[config.mk]
export PLATFORM = sky130hd
export DESIGN_NAME = fetch_pc_sequencer
export DESIGN_NICKNAME = d
export VERILOG_FILES = /design/src/rtl/fetch_pc_sequencer_pkg.sv /design/src/rtl/fetch_tag_pipe.sv /design/src/rtl/fetch_pc_sequencer.sv
export SDC_FILE = /design/constraint.sdc
export NUM_CORES = 1
export LEC_CHECK = 0
export ABC_AREA = 1
export ABC_CLOCK_PERIOD_IN_PS = 15600
export CORE_ASPECT_RATIO = 0.7
export CORE_MARGIN = 8
export CORE_UTILIZATION = 57
export CTS_CLUSTER_SIZE = 25
export DETAILED_ROUTE_END_ITERATION = 8
export PLACE_DENSITY = 0.83
export SYNTH_ARGS = -nofsm -noshare
export SYNTH_HDL_FRONTEND = slang
export SYNTH_SLANG_ARGS = --single-unit
export TNS_END_PERCENT = 100
[constraint.sdc]
create_clock -name system_clock -period 15.6 [get_ports system_clock]
set_input_delay 3.12 -clock system_clock [delete_from_list [all_inputs] [get_ports system_clock]]
set_output_delay 3.12 -clock system_clock [all_outputs]
set_load 0.05 [all_outputs]
[src/rtl/fetch_pc_sequencer_pkg.sv]
// Shared definitions for the fetch PC sequencer slice.
//   state_t              : sequencer state encodings (BOOT/RUN/HOLD)
//   INSTR_BYTES          : PC increment per instruction
//   DEFAULT_RESET_VECTOR : PC used after reset unless overridden
//   word_align()         : clears the byte-offset bits of an address
`ifndef FETCH_PC_SEQUENCER_PKG_SV
`define FETCH_PC_SEQUENCER_PKG_SV
package fetch_pc_sequencer_pkg;

  typedef enum logic [1:0] {
    BOOT = 2'd0,
    RUN  = 2'd1,
    HOLD = 2'd2
  } state_t;

  localparam logic [31:0] INSTR_BYTES          = 32'd4;
  localparam logic [31:0] DEFAULT_RESET_VECTOR = 32'h0000_0000;

  function automatic logic [31:0] word_align(input logic [31:0] a);
    return {a[31:2], 2'b00};
  endfunction

endpackage
`endif

[src/rtl/fetch_tag_pipe.sv]
// Depth-DEPTH shift register of {pc, ok} tags that tracks in-flight fetches.
// The tail entry lines up with the word currently returning from the fetch
// unit.
//   i_clk, i_rst : clock, asynchronous active-high reset
//   i_clear      : synchronous clear of every ok bit (the new entry included)
//   i_pc, i_ok   : tag entering entry 0 this cycle
//   o_tail_pc/ok : oldest entry
module fetch_tag_pipe
  import fetch_pc_sequencer_pkg::*;
#(
  parameter int DEPTH = 2
) (
  input  logic        i_clk,
  input  logic        i_rst,
  input  logic        i_clear,
  input  logic [31:0] i_pc,
  input  logic        i_ok,
  output logic [31:0] o_tail_pc,
  output logic        o_tail_ok
);

  logic [DEPTH-1:0][31:0] r_pc;
  logic [DEPTH-1:0]       r_ok;

  always_ff @(posedge i_clk or posedge i_rst) begin
    if (i_rst) begin
      r_pc <= '0;
      r_ok <= '0;
    end else begin
      r_pc[0] <= i_pc;
      r_ok[0] <= i_ok && !i_clear;
      for (int i = 1; i < DEPTH; i++) begin
        r_pc[i] <= r_pc[i-1];
        r_ok[i] <= r_ok[i-1] && !i_clear;
      end
    end
  end

  assign o_tail_pc = r_pc[DEPTH-1];
  assign o_tail_ok = r_ok[DEPTH-1];

endmodule

[src/rtl/fetch_pc_sequencer.sv]
// Program-counter stage feeding instruction_fetch_unit. Issues a PC every
// cycle, pairs each returning word with its PC via a tag pipe matched to
// the fetch latency, and presents {if_pc, if_instruction, if_valid} to the
// IF/ID register. Stall rewinds to the oldest owed PC and replays; redirect
// squashes everything in flight.
//   system_clock, reset      : clock, asynchronous active-high reset
//   stall                    : downstream hold request
//   redirect_valid/target    : taken branch/jump from EX
//   fetch_valid/instruction_in : returning word from the fetch unit
//   program_counter          : PC to the fetch unit
//   if_pc/if_instruction/if_valid : aligned output to IF/ID
//   misaligned_fault         : sticky, a redirect target had low bits set
//   replay_count             : saturating count of stall rewinds
module fetch_pc_sequencer
  import fetch_pc_sequencer_pkg::*;
#(
  parameter logic [31:0] RESET_VECTOR  = DEFAULT_RESET_VECTOR,
  parameter int          FETCH_LATENCY = 2
) (
  input  logic        system_clock,
  input  logic        reset,
  input  logic        stall,
  input  logic        redirect_valid,
  input  logic [31:0] redirect_target,
  input  logic        fetch_valid,
  input  logic [31:0] instruction_in,
  output logic [31:0] program_counter,
  output logic [31:0] if_pc,
  output logic [31:0] if_instruction,
  output logic        if_valid,
  output logic        misaligned_fault,
  output logic [15:0] replay_count
);

  logic [31:0] r_pc, r_next_exp, r_if_pc, r_if_instr;
  logic        r_if_valid, r_fault;
  logic [15:0] r_replay;
  state_t      r_state;

  logic [31:0] w_pc_nxt, w_next_exp_nxt, w_if_pc_nxt, w_if_instr_nxt;
  logic        w_if_valid_nxt, w_fault_nxt;
  logic [15:0] w_replay_nxt;
  state_t      w_state_nxt;

  logic        w_issue_ok, w_accept, w_tail_ok;
  logic [31:0] w_tail_pc, w_target;

  assign w_issue_ok = !stall && !redirect_valid;
  assign w_target   = word_align(redirect_target);
  assign w_accept   = w_tail_ok && fetch_valid && w_issue_ok &&
                      (w_tail_pc == r_next_exp);

  // Any issue that is not ok (stall/redirect) also invalidates every
  // outstanding tag, so clearing on the same condition is sufficient.
  fetch_tag_pipe #(.DEPTH(FETCH_LATENCY)) u_tag_pipe (
    .i_clk     (system_clock),
    .i_rst     (reset),
    .i_clear   (!w_issue_ok),
    .i_pc      (r_pc),
    .i_ok      (w_issue_ok),
    .o_tail_pc (w_tail_pc),
    .o_tail_ok (w_tail_ok)
  );

  always_ff @(posedge system_clock or posedge reset) begin
    if (reset) begin
      r_pc       <= RESET_VECTOR;
      r_next_exp <= RESET_VECTOR;
      r_if_pc    <= '0;
      r_if_instr <= '0;
      r_if_valid <= 1'b0;
      r_fault    <= 1'b0;
      r_replay   <= '0;
      r_state    <= BOOT;
    end else begin
      r_pc       <= w_pc_nxt;
      r_next_exp <= w_next_exp_nxt;
      r_if_pc    <= w_if_pc_nxt;
      r_if_instr <= w_if_instr_nxt;
      r_if_valid <= w_if_valid_nxt;
      r_fault    <= w_fault_nxt;
      r_replay   <= w_replay_nxt;
      r_state    <= w_state_nxt;
    end
  end

  always_comb begin
    w_pc_nxt       = r_pc;
    w_next_exp_nxt = r_next_exp;
    w_if_pc_nxt    = r_if_pc;
    w_if_instr_nxt = r_if_instr;
    w_if_valid_nxt = r_if_valid;
    w_fault_nxt    = r_fault;
    w_replay_nxt   = r_replay;
    w_state_nxt    = r_state;
    if (redirect_valid) begin
      // Redirect beats stall: the squash must happen even while held.
      w_pc_nxt       = w_target;
      w_next_exp_nxt = w_target;
      w_if_valid_nxt = 1'b0;
      w_state_nxt    = RUN;
      if (redirect_target[1:0] != 2'b00) w_fault_nxt = 1'b1;
    end else if (stall) begin
      // Rewind to the oldest owed PC; everything in flight is replayed.
      w_pc_nxt = r_next_exp;
      if (r_state != HOLD) begin
        w_state_nxt = HOLD;
        if (r_replay != 16'hFFFF) w_replay_nxt = r_replay + 16'd1;
      end
    end else begin
      w_pc_nxt       = r_pc + INSTR_BYTES;
      w_if_valid_nxt = w_accept;
      if (w_accept) begin
        w_if_pc_nxt    = w_tail_pc;
        w_if_instr_nxt = instruction_in;
        w_next_exp_nxt = r_next_exp + INSTR_BYTES;
      end
      case (r_state)
        HOLD:    w_state_nxt = RUN;
        BOOT:    if (fetch_valid) w_state_nxt = RUN;
        default: w_state_nxt = r_state;
      endcase
    end
  end

  // An ok tag that would otherwise be accepted must always match the PC
  // owed downstream; a mismatch means the issue/rewind bookkeeping is broken.
  a_tag_in_order: assert property (@(posedge system_clock) disable iff (reset)
    !(w_tail_ok && fetch_valid && w_issue_ok && (w_tail_pc != r_next_exp)));

  assign program_counter  = r_pc;
  assign if_pc            = r_if_pc;
  assign if_instruction   = r_if_instr;
  assign if_valid         = r_if_valid;
  assign misaligned_fault = r_fault;
  assign replay_count     = r_replay;

endmodule

==> run_results.csv <==
group,metric,value,unit
cts,clk-insertion-delay-late,0.50,ns
logic_synthesis,synth-seq-area-share,50.34,%
cts,path_clk_slew,0.07,ns
timing,tightestPinTransition,1.249,ns
finish,drive_above_1_share,2.701,%
critical_path,cp-start-kind,"primary input",
worst_hold_path,worst_hold_start,"u_tag_pipe.r_pc[3]",
logic_synthesis,synth.distinct_cells,35,
drt,first_iter_violations,1052,
power,cell_internal_pwr,0.9352,mW
cts,cts_tree,"built",
critical_path,cp-end-kind,"flip-flop",
global_routing,antenna_violations_before_repair,3,
global_routing,first_global_vias,9087,
cts,number_of_buffers_inserted_to_repair_setup_after_cts,0,
floorplan,floorplan.initialDensity,57.75,%
critical_path,crit_arrival,6.65,ns
worst_hold_path,min_delay_path_depth,0,
critical_path,register_to_register_setup_slack,12.32,ns
timing,finalWorstPathRequiredPeriod,6.273,ns
power,power-per-cell-area,106.8,nW/um^2
logic_synthesis,synth_area_per_cell,7.613,um^2
power,power.total,1.366,mW
timing,hold_viol,0,
drt,route.antenna.remaining_nets,0,
finish,most_common_cell_after_layout_fill_and_taps_aside,"nand2_1",
place,port-buffer-count,182,
critical_path,crit_type,"primary input to flip-flop",
timing,worst_clock_skew,0.01230,ns
floorplan,die_height,128.7,um
worst_hold_path,hold_path_end,"u_tag_pipe.o_tail_pc[3]",
cts,clkSinkCount,208,
finish,insertedDiodeCount,0,
timing,grt_setup_unrepaired,"no",
finish,ff_latch_area,5205,um^2
job,max_cap_violations,0,
drt,drt_drc_violations_left,0,
logic_synthesis,synth_largest_type_area_fraction,50.34,%
power,vdd_ir_drop_max,0.00007363,V
floorplan,die_x,177.0,um
worst_hold_path,hold_path.class,"flip-flop to flip-flop",
logic_synthesis,synth_top_cell_by_area,"dfrtp_1",
critical_path,worst_r2r_start,"u_tag_pipe.o_tail_pc[2]",
cts,root_buffer,"clkbuf_16",
floorplan,die_outline_area,22770,um^2
finish,syn_to_final_growth,23.71,%
place,dpl.hpwl,24.03,mm
place,place_inst,1723,
timing,final.setup.worst_slack,9.327,ns
global_routing,grt_first_pass_wirelength,50.71,mm
finish,nNetsFinal,1581,
logic_synthesis,yosys_register_bits,208,
critical_path,ff2ff_path_depth,10,
finish,layout.cells.most_common_list,"nand2_1, dfrtp_1, clkdlybuf4s50_1",
cts,cts-buffers-inserted,20,
timing,share_of_the_clock_period_used_by_the_worst_path,40.21,%
timing,setup_viol_count_final,0,
timing,timing.setup.tns,0,ns
logic_synthesis,yosys_warnings,0,
cts,cts.path.max_buffers,3,
place,gp_congestion,1.016,
drt,total_wirelength_of_the_detailed_routed_design,33.02,mm
power,power_leakage,6.202,nW
power,part_of_the_power_in_the_clock_network,34.2,%
logic_synthesis,yosys-top-cells-area,"dfrtp_1, nand2_1, nand3_1",
place,worst_setup_slack_before_clock_tree_synthesis,8.948,ns
floorplan,io-pin-count,183,
drt,average_vias_per_placed_instance,5.595,
global_routing,grt_max_degree,129,
critical_path,crit_path_max_fanout,63,
status,outcome,"finished, final reports clean",
finish,final-instance-count-excl-fill,1754,
critical_path,crit-reg2reg-capture,"r_next_exp[14]",
power,share_comb_of_total_power,18.5,%
global_routing,grt_util_all_layers,28.51,%
logic_synthesis,synth_nets,1430,
power,seq_power_share,47.3,%
logic_synthesis,mappedNetlistArea,10340,um^2
cts,ctsHtreeMaxLevel,1,
power,power.switching_fraction,31.55,%
global_routing,grt_remaining_overflow,0,
power,p_sw,0.4310,mW
finish,fillCellCount,1427,
floorplan,std_cell_rows,41,
cts,cts-hold-fix-buffers,0,
timing,achievable-frequency,159.4,MHz
critical_path,worst_ep_required_time,15.97,ns
cts,ctsResizeCount,0,
floorplan,floorplan.core_area,17900,um^2
finish,area_of_the_multi_input_gates,4374,um^2
drt,routed_wire_per_std_cell,18.82,um
logic_synthesis,post_synth_inst_count,1358,
timing,finalMaxSlewViolations,0,
timing,tightest_slew_margin_relative_to_the_limit,16.52,%
drt,drt_pass1_iterations,6,
drt,vias,9814,
cell usage after synthesis, drive strengths merged:
cell,n
a21boi,1
a21oi,12
a31oi,2
and2,2
buf,42
clkbuf,17
dfrtp,208
ha,3
inv,116
nand2,546
nand3,147
nand3b,2
nand4,14
nor2,121
nor3,16
o211ai,6
o21a,1
o21ai,45
o21bai,5
o221ai,6
o31ai,1
or2,1
xnor2,26
xor2,18
sequential cells by signal (all words and copies together), names as in the netlist:
name / cells
if_instruction: 32
if_pc: 31
program_counter: 31
u_tag_pipe.o_tail_pc: 31
u_tag_pipe.r_pc: 31
r_next_exp: 30
replay_count: 16
r_state: 2
u_tag_pipe.r_ok: 2
if_valid: 1
misaligned_fault: 1
per-stage QoR:
stage,area [um^2],utilization [%],hold slack (ns)
finish,12790,71.44,0.3422
global route,12790,71.44,0.3518
CTS,12790,71.44,0.3466
detailed placement,12180,68.06,0.3347
global placement,12180,68.06,0.3317
floorplan,10340,-,0.3312
worst max path at each step:
stage | start | endpoint | slack (ns) | cells past startpoint
after CTS | stall | if_instruction[24] | 9.41 | 11
final | stall | if_instruction[24] | 9.33 | 11
after global routing | stall | if_instruction[24] | 9.14 | 11
after detailed placement | stall | if_pc[20] | 8.95 | 11
after floorplan | reset | if_instruction[0] | 6.80 | 1
after global placement | stall | if_pc[10] | 9.11 | 11
layer usage:
metal | share of wire, % | routed length, um | GRT usage [%] | vias to the layer above
li1 | - | - | - | 4547
met1 | 44 | 14430 | 41.58 | 4639
met2 | 41 | 13650 | 40.69 | 562
met3 | 13 | 4210 | 9.160 | 64
met4 | 2.2 | 718 | 6.456 | 2
met5 | 0.039 | 13 | 0 | -
power by group through the flow:
stage / Clock, mW / Sequential (mW) / Combinational, mW
after CTS: 0.472 / 0.642 / 0.251
after floorplan: 0 / 0.677 / 0.119
after detailed placement: 0 / 0.652 / 0.249
final: 0.467 / 0.647 / 0.253
after global routing: 0.492 / 0.651 / 0.274
after global placement: 0 / 0.651 / 0.244
logic make-up (layout without fill, tap and decap cells):
kind of cell             count (synthesis)  after routing  synth area share [%]
AND/OR/NAND/NOR                        849            849                 33.81
flip-flops                             208            208                 50.34
buffers and inverters                  175            335                 7.346
AO/OA/AOI/OAI                           79             79                 4.405
XOR/XNOR                                44             44                 3.727
adder cells (fa/ha/maj)                  3              3                0.3631
final cells by class:
| cell class | instances | share of cell area, % |
|---|---|---|
| tap | 236 | 2.309 |
| inverter | 116 | 3.463 |
| clock buffer | 27 | 4.363 |
| clock inverter | 4 | 0.3717 |
| multi-input combinational | 975 | 34.20 |
| timing repair buffer | 188 | 14.60 |
| sequential | 208 | 40.70 |
critical path, stage by stage:
cell             delay (ns)
clkdlybuf4s50_1        0.67
nor2_8                 0.45
inv_2                  0.22
nor2_1                 0.16
nand3_1                0.11
nor2_2                 0.10
nand2_2                0.10
nor2_8                 0.68
nand2_4                0.61
nand2_1                0.25
nand2_1                0.09
Note: power is estimated with default switching activity, not from simulation.
